==> src/rtl/game_seq_pkg.sv <==
// Shared encodings and default timing constants for the game sequencer.
package game_seq_pkg;

    localparam logic [2:0] IDLE  = 3'd0;
    localparam logic [2:0] ARM   = 3'd1;
    localparam logic [2:0] START = 3'd2;
    localparam logic [2:0] READ  = 3'd3;
    localparam logic [2:0] CLEAR = 3'd4;
    localparam logic [2:0] INPUT = 3'd5;
    localparam logic [2:0] EVAL  = 3'd6;
    localparam logic [2:0] LEVEL = 3'd7;

    typedef enum logic [2:0] {
        S_IDLE  = IDLE,
        S_ARM   = ARM,
        S_START = START,
        S_READ  = READ,
        S_CLEAR = CLEAR,
        S_INPUT = INPUT,
        S_EVAL  = EVAL,
        S_LEVEL = LEVEL
    } state_e;

    localparam int unsigned ROUND_MAX = 255;

    localparam int unsigned DEF_READ_CYCLES   = 100_000_000;
    localparam int unsigned DEF_INPUT_CYCLES  = 250_000_000;
    localparam int unsigned DEF_EVAL_CYCLES   = 50_000_000;
    localparam int unsigned DEF_LEVEL_TIMEOUT = 4096;
    localparam int unsigned DEF_TIMER_W       = 28;

    // A phase of N cycles loads N-1; a zero-length phase still lasts one cycle.
    function automatic int unsigned cycles_to_load(input int unsigned n);
        return (n == 0) ? 0 : n - 1;
    endfunction

endpackage

==> src/rtl/game_sequencer_if.sv <==
// Key/datapath-facing signals of the game sequencer; master is the sequencer, slave the board side.
interface game_sequencer_if;

    logic       go;
    logic       submit;
    logic       pause;
    logic       level_draw_comp;
    logic       ld_start;
    logic       ld_read;
    logic       ld_reset;
    logic       ld_input;
    logic       ld_evaluate;
    logic       ld_level;
    logic [2:0] state_code;
    logic [7:0] round_count;
    logic       level_timeout;

    modport master (
        input  go, submit, pause, level_draw_comp,
        output ld_start, ld_read, ld_reset, ld_input, ld_evaluate, ld_level,
        output state_code, round_count, level_timeout
    );

    modport slave (
        output go, submit, pause, level_draw_comp,
        input  ld_start, ld_read, ld_reset, ld_input, ld_evaluate, ld_level,
        input  state_code, round_count, level_timeout
    );

endinterface

==> src/rtl/game_sequencer_cycle_timer.sv <==
// Down-counter shared by all timed phases: load N-1 on entry, done when the count reaches zero.
module cycle_timer #(
    parameter int unsigned TIMER_W = 28
) (
    input  logic               clock,
    input  logic               reset,
    input  logic               load,
    input  logic [TIMER_W-1:0] load_value,
    input  logic               enable,
    output logic               done
);

    logic [TIMER_W-1:0] count_q;
    logic [TIMER_W-1:0] count_d;

    // NOTE: every combinational output gets a default first so no path can infer a latch.
    always_comb begin
        count_d = count_q;
        if (load) begin
            count_d = load_value;
        end else if (enable && (count_q != '0)) begin
            count_d = count_q - TIMER_W'(1);
        end
    end

    // NOTE: state registers use non-blocking assignments so all flops update together.
    always_ff @(posedge clock) begin
        if (reset) begin
            count_q <= '0;
        end else begin
            count_q <= count_d;
        end
    end

    assign done = (count_q == '0);

endmodule

==> src/rtl/game_sequencer.sv <==
// Moore sequencer for the pattern-memory game: steps the datapath load strobes through each phase.
// Define GAME_SEQ_PAUSE_EN to let pause freeze READ/INPUT/EVAL and the LEVEL watchdog.
module game_sequencer
    import game_seq_pkg::*;
#(
    parameter int unsigned READ_CYCLES   = DEF_READ_CYCLES,
    parameter int unsigned INPUT_CYCLES  = DEF_INPUT_CYCLES,
    parameter int unsigned EVAL_CYCLES   = DEF_EVAL_CYCLES,
    parameter int unsigned LEVEL_TIMEOUT = DEF_LEVEL_TIMEOUT,
    parameter int unsigned TIMER_W       = DEF_TIMER_W
) (
    input logic              clock,
    input logic              reset,
    game_sequencer_if.master bus
);

    localparam logic [TIMER_W-1:0] READ_LD  = TIMER_W'(cycles_to_load(READ_CYCLES));
    localparam logic [TIMER_W-1:0] INPUT_LD = TIMER_W'(cycles_to_load(INPUT_CYCLES));
    localparam logic [TIMER_W-1:0] EVAL_LD  = TIMER_W'(cycles_to_load(EVAL_CYCLES));
    localparam logic [TIMER_W-1:0] LEVEL_LD = TIMER_W'(cycles_to_load(LEVEL_TIMEOUT));
    localparam logic [7:0]         ROUND_SAT = 8'(ROUND_MAX);

    state_e             state_q, state_d;
    logic [7:0]         round_q, round_d;
    logic               timeout_q, timeout_d;
    logic               t_load;
    logic [TIMER_W-1:0] t_value;
    logic               t_done;
    logic               hold;

`ifdef GAME_SEQ_PAUSE_EN
    assign hold = bus.pause && (state_q inside {S_READ, S_INPUT, S_EVAL, S_LEVEL});
`else
    logic unused_pause;
    assign unused_pause = bus.pause;
    assign hold         = 1'b0;
`endif

    cycle_timer #(
        .TIMER_W (TIMER_W)
    ) u_timer (
        .clock      (clock),
        .reset      (reset),
        .load       (t_load),
        .load_value (t_value),
        .enable     (!hold),
        .done       (t_done)
    );

    always_comb begin
        state_d   = state_q;
        round_d   = round_q;
        timeout_d = timeout_q;
        case (state_q)
            S_IDLE:  if (bus.go) state_d = S_ARM;
            S_ARM:   if (!bus.go) state_d = S_START;
            S_START: state_d = S_READ;
            S_READ:  if (!hold && t_done) state_d = S_CLEAR;
            S_CLEAR: state_d = S_INPUT;
            S_INPUT: if (!hold && (bus.submit || t_done)) state_d = S_EVAL;
            S_EVAL:  if (!hold && t_done) state_d = S_LEVEL;
            S_LEVEL: begin
                // A completed draw wins over a watchdog expiry in the same cycle.
                if (bus.level_draw_comp) begin
                    state_d = S_START;
                    if (round_q != ROUND_SAT) round_d = round_q + 8'd1;
                end else if (!hold && t_done) begin
                    state_d   = S_START;
                    timeout_d = 1'b1;
                end
            end
            default: state_d = S_IDLE;
        endcase
    end

    // The timer is reloaded only on a state change, so it holds N-1 in a phase's first cycle.
    always_comb begin
        t_load  = (state_d != state_q);
        t_value = '0;
        case (state_d)
            S_READ:  t_value = READ_LD;
            S_INPUT: t_value = INPUT_LD;
            S_EVAL:  t_value = EVAL_LD;
            S_LEVEL: t_value = LEVEL_LD;
            default: t_value = '0;
        endcase
    end

    always_ff @(posedge clock) begin
        if (reset) begin
            state_q   <= S_IDLE;
            round_q   <= '0;
            timeout_q <= 1'b0;
        end else begin
            state_q   <= state_d;
            round_q   <= round_d;
            timeout_q <= timeout_d;
        end
    end

    always_comb begin
        bus.ld_start    = 1'b0;
        bus.ld_read     = 1'b0;
        bus.ld_reset    = 1'b0;
        bus.ld_input    = 1'b0;
        bus.ld_evaluate = 1'b0;
        bus.ld_level    = 1'b0;
        case (state_q)
            S_START: bus.ld_start    = 1'b1;
            S_READ:  bus.ld_read     = 1'b1;
            S_CLEAR: bus.ld_reset    = 1'b1;
            S_INPUT: bus.ld_input    = 1'b1;
            S_EVAL:  bus.ld_evaluate = 1'b1;
            S_LEVEL: bus.ld_level    = 1'b1;
            default: ;
        endcase
    end

    assign bus.state_code    = state_q;
    assign bus.round_count   = round_q;
    assign bus.level_timeout = timeout_q;

endmodule

==> src/flat_wrapper.sv <==
// flat-port wrapper written by rule: the top's interface ports become plain ports
module game_sequencer_flat import game_seq_pkg::*;
#(
    parameter int unsigned READ_CYCLES   = DEF_READ_CYCLES,
    parameter int unsigned INPUT_CYCLES  = DEF_INPUT_CYCLES,
    parameter int unsigned EVAL_CYCLES   = DEF_EVAL_CYCLES,
    parameter int unsigned LEVEL_TIMEOUT = DEF_LEVEL_TIMEOUT,
    parameter int unsigned TIMER_W       = DEF_TIMER_W
)
  (clock, reset, bus_go, bus_submit, bus_pause, bus_level_draw_comp, bus_ld_start, bus_ld_read, bus_ld_reset, bus_ld_input, bus_ld_evaluate, bus_ld_level, bus_state_code, bus_round_count, bus_level_timeout);
  game_sequencer_if bus_i ();
  input logic clock;
  input logic reset;
  input wire logic [$bits(bus_i.go)-1:0] bus_go;
  input wire logic [$bits(bus_i.submit)-1:0] bus_submit;
  input wire logic [$bits(bus_i.pause)-1:0] bus_pause;
  input wire logic [$bits(bus_i.level_draw_comp)-1:0] bus_level_draw_comp;
  output wire logic [$bits(bus_i.ld_start)-1:0] bus_ld_start;
  output wire logic [$bits(bus_i.ld_read)-1:0] bus_ld_read;
  output wire logic [$bits(bus_i.ld_reset)-1:0] bus_ld_reset;
  output wire logic [$bits(bus_i.ld_input)-1:0] bus_ld_input;
  output wire logic [$bits(bus_i.ld_evaluate)-1:0] bus_ld_evaluate;
  output wire logic [$bits(bus_i.ld_level)-1:0] bus_ld_level;
  output wire logic [$bits(bus_i.state_code)-1:0] bus_state_code;
  output wire logic [$bits(bus_i.round_count)-1:0] bus_round_count;
  output wire logic [$bits(bus_i.level_timeout)-1:0] bus_level_timeout;
  assign bus_i.go = bus_go;
  assign bus_i.submit = bus_submit;
  assign bus_i.pause = bus_pause;
  assign bus_i.level_draw_comp = bus_level_draw_comp;
  assign bus_ld_start = bus_i.ld_start;
  assign bus_ld_read = bus_i.ld_read;
  assign bus_ld_reset = bus_i.ld_reset;
  assign bus_ld_input = bus_i.ld_input;
  assign bus_ld_evaluate = bus_i.ld_evaluate;
  assign bus_ld_level = bus_i.ld_level;
  assign bus_state_code = bus_i.state_code;
  assign bus_round_count = bus_i.round_count;
  assign bus_level_timeout = bus_i.level_timeout;
  game_sequencer #(.READ_CYCLES(READ_CYCLES), .INPUT_CYCLES(INPUT_CYCLES), .EVAL_CYCLES(EVAL_CYCLES), .LEVEL_TIMEOUT(LEVEL_TIMEOUT), .TIMER_W(TIMER_W)) u_core (.clock(clock), .reset(reset), .bus(bus_i));
endmodule
==> config.mk <==
export PLATFORM = sky130hd
export DESIGN_NAME = game_sequencer_flat
export DESIGN_NICKNAME = d
export VERILOG_FILES = /design/src/rtl/game_seq_pkg.sv /design/src/rtl/game_sequencer_if.sv /design/src/rtl/game_sequencer_cycle_timer.sv /design/src/rtl/game_sequencer.sv /design/src/flat_wrapper.sv
export SDC_FILE = /design/constraint.sdc
export NUM_CORES = 1
export LEC_CHECK = 0
export CAP_MARGIN = 20
export CORE_MARGIN = 3
export CORE_UTILIZATION = 43
export CTS_CLUSTER_SIZE = 28
export DETAILED_ROUTE_END_ITERATION = 10
export GPL_ROUTABILITY_DRIVEN = 1
export GPL_TIMING_DRIVEN = 0
export HOLD_SLACK_MARGIN = 0.1
export PLACE_DENSITY_LB_ADDON = 0.3
export REMOVE_ABC_BUFFERS = 1
export SLEW_MARGIN = 5
export SYNTH_ARGS = -nofsm -noshare
export SYNTH_HDL_FRONTEND = slang
export SYNTH_HIERARCHICAL = 1
export SYNTH_SLANG_ARGS = --single-unit
==> constraint.sdc <==
create_clock -name clock -period 3.1 [get_ports clock]
set_input_delay 0.775 -clock clock [delete_from_list [all_inputs] [get_ports clock]]
set_output_delay 0.775 -clock clock [all_outputs]
set_load 0.1 [all_outputs]
==> out/results.ini <==
[drt]
drtIter0Drc=188
dr.pass1.iters=5
wl_mm=6.927
drc=0
avgRoutedWirePerCell_um=16.38
vias=2601
routed_via_density=6.149
ant_nets=0

[logic_synthesis]
post_synth.cell_area_avg_um2=8.109
syn_area_um2=2530
synthTopCellsByArea=dfxtp_1 32%, a311oi_1 5.5%, nor2_1 4.6%
synth_seq_area_share_pct=31.65
yosysTopAreaCell=dfxtp_1
synth_cell_types=59
ys_async_sr_fraction_pct=0
ys_top_cells_by_count=40 x dfxtp_1, 31 x nor2_1, 22 x nand2_1, 16 x a311oi_1, 15 x clkbuf_1
ys.flop_type=dfxtp_1
synthCells=312
yosys_warnings=6
synth_seq_cells=40
yosysMostFrequentCell=dfxtp_1
synth_edf_count=0
yosysTopAreaCellShare_pct=31.65

[cts]
tritoncts=yes
ctsLongestPathBuffers=2
clk_pin_slew_ns=0.08
ctsHtreeMaxLevel=2
cts.sinks=40
cts_root_buf=clkbuf_8
insertion_delay_ns=0.30
postCtsHoldBufs=0
numCtsBuffers=5

[cells_and_area]
insertedDiodeCount=0
fin_util_pct=57.12
finalNetCount=359
area_growth_pct=26.61
drive_above_1_share_pct=19.09
fillers=526
fin_area_um2=3203

[grt]
grt_max_degree=42
grt_usage_pct=19.56
antenna_found_initial=0
grt_pass1_vias=2278
grt-ovfl-total=0
grt_pass1_wl_mm=10.47

[hold_path]
hold_depth=2
min_path_type=register to register
hp-start=u_core/bus.level_timeout
hold_end=u_core/bus.level_timeout

[critical_path]
cp_cell_sequence=inv_1, ha_1, nor3b_2, and3_4, and3_4, o211ai_1, o211ai_1, buf_4, o211ai_1, buf_4, buf_12, mux2_2, o21ai_0, a21oi_1
path_class=register to register
crit_path_end_kind=register
cp-startpoint=u_core/u_timer/count_q[0]
arrival_ns=3.22
critical-path-slowest-cell=dfxtp_4
start_kind=register
critPathMaxStageDelay_ns=0.37
timing.rr.end=u_core/u_timer/count_q[24]
cp_top_family=compound AO/OA/AOI/OAI gates
worstPathMaxFanout=12
required_ns=3.26
critPathBufInv=4
cpMostUsedCell=o211ai_1
reg2reg_setup_slack_ns=0.03
ff2ff_path_depth=14
r2r_start=u_core/u_timer/count_q[0]

[power]
power_density_nw_per_um2=450.3
p_sw_uw=510.8
pwr-share-seq_pct=42.7
internal-power_uw=931.4
p_sw_share_pct=35.42
leakagePower_uw=0.001201
comb_power_share_pct=31.7
vdd_ir_drop_max_uv=283.7
pwr-share-clk_pct=25.6

[floorplan]
die_x_um=82.71
dieArea_um2=6840
die_y_um=82.71
ios=24
rows=27
core_area_um2=5608
initial_core_util_pct=45.11

[place]
port_buffers=22
place_area_um2=2805
dp_hpwl_mm=4.294
gp_congestion=0.7814

[sta]
period_needed_ns=3.067
clock-skew-final_ns=0.01031
tightest_slew_ns=1.104
relSlewSlack_pct=26.27
min_period_over_period_pct=98.95
hold_viol_final=0
setup_viol=0
max_clock_freq_mhz=326.0
slew_violations=0

[outcome]
outcome=completed

[flow_run]
cap_violations=0

==> layer usage <==
layer / GRT usage (%) / vias to the layer above / routed length, um / part of all wire (%)
li1: - / 1262 / - / -
met1: 24.87 / 1263 / 3194 / 46
met2: 32.61 / 67 / 3348 / 48
met3: 4.555 / 9 / 313 / 4.5
met4: 6.209 / 0 / 70 / 1.0
met5: 0 / - / 0 / 0
==> worst max path at each step <==
stage | to | slack (ns) | cells after the start
after floorplan | bus_ld_evaluate | -1.24 | 2
after global placement | u_core/u_timer/count_q[4] | -1.75 | 10
after detailed placement | u_core/u_timer/count_q[4] | -1.16 | 12
after CTS | bus_ld_input | 0.02 | 2
after global routing | u_core/u_timer/count_q[2] | -0.13 | 15
final | u_core/u_timer/count_q[24] | 0.03 | 14
==> power by group through the flow <==
stage / combinational, uW / clock, uW / sequential (uW)
2_1_floorplan: 256 / 0 / 617
3_5_place_dp: 362 / 0 / 618
4_1_cts: 399 / 384 / 611
6_report: 457 / 370 / 615
5_1_grt: 491 / 402 / 622
3_3_place_gp: 345 / 0 / 617
==> metrics by stage <==
| stage | setup TNS [ns] | cells | setup WS [ns] | total power, uW | hold slack [ns] |
|---|---|---|---|---|---|
| after global routing | -1.176 | 423 | -0.1293 | 1515 | 0.5425 |
| after CTS | 0 | 408 | 0.02107 | 1394 | 0.4890 |
| after floorplan | -17.27 | 296 | -1.237 | 872.6 | 0.4695 |
| after detailed placement | -22.58 | 393 | -1.157 | 979.7 | 0.4695 |
| after global placement | -39.50 | 390 | -1.752 | 961.7 | 0.4504 |
| final | 0 | 423 | 0.03270 | 1442 | 0.4863 |
==> final cells by class <==
type | count | area [um^2] | area share (%)
timing repair buffer | 46 | 446.7 | 13.95
clock buffer | 7 | 86.33 | 2.695
timing repair inverter | 1 | 7.507 | 0.2344
sequential | 40 | 808.3 | 25.23
inverter | 15 | 60.06 | 1.875
clock inverter | 1 | 7.507 | 0.2344
multi-input combinational | 241 | 1697 | 52.97
tap | 72 | 90.09 | 2.813
==> flip-flops by register name (all words and copies together) (netlist names) <==
register                  flops
u_core/bus.state_code         3
u_core/bus.round_count        8
u_core/bus.level_timeout      1
u_core/u_timer/count_q       28
==> kinds of logic after synthesis <==
logic type      after synthesis  synth area share, %
simple gates                140                33.73
compound gates               84                24.04
flops                        40                31.65
buf+inv                      35                5.687
xor+xnor                      7                2.423
fa+ha+maj                     3                1.484
mux                           2               0.8407
other cells                   1               0.1482
==> what timing repair did <==
action | CTS | global route
pin swaps | 5 | 9
buffers inserted | 6 | 14
gates cloned | 1 | 1
setup endpoints to repair | 32 | 30
resized for setup | 19 | 17
==> placed cells by master, fill, tap and decap left out, types with 3 or more instances in the layout <==
master	count
xnor2_1	5
nand3_1	7
nor2_1	31
o31ai_1	7
and3_1	4
a211oi_1	5
dlygate4sd2_1	4
dfxtp_1	38
nor3b_1	3
o21ai_0	13
a21oi_1	12
nor3_1	4
a311oi_1	16
nor4_4	5
ha_1	3
nand2_1	22
clkinvlp_4	3
or2_2	3
a2111oi_2	3
buf_4	20
and4_1	6
or3_1	13
nand4_1	8
o211ai_1	7
a31oi_1	5
clkdlybuf4s50_1	15
conb_1	5
nor4_1	4
or4_1	10
inv_1	13
clkbuf_8	6
==> worst register-to-register path: stages (launching register included) <==
cell and delay, ns:
dfxtp_4 0.37, inv_1 0.07, ha_1 0.20, nor3b_2 0.15, and3_4 0.20, and3_4 0.17, o211ai_1 0.27, o211ai_1 0.19
buf_4 0.18, o211ai_1 0.27, buf_4 0.21, buf_12 0.14, mux2_2 0.33, o21ai_0 0.10, a21oi_1 0.10
Power figures use the tool's default switching activity.
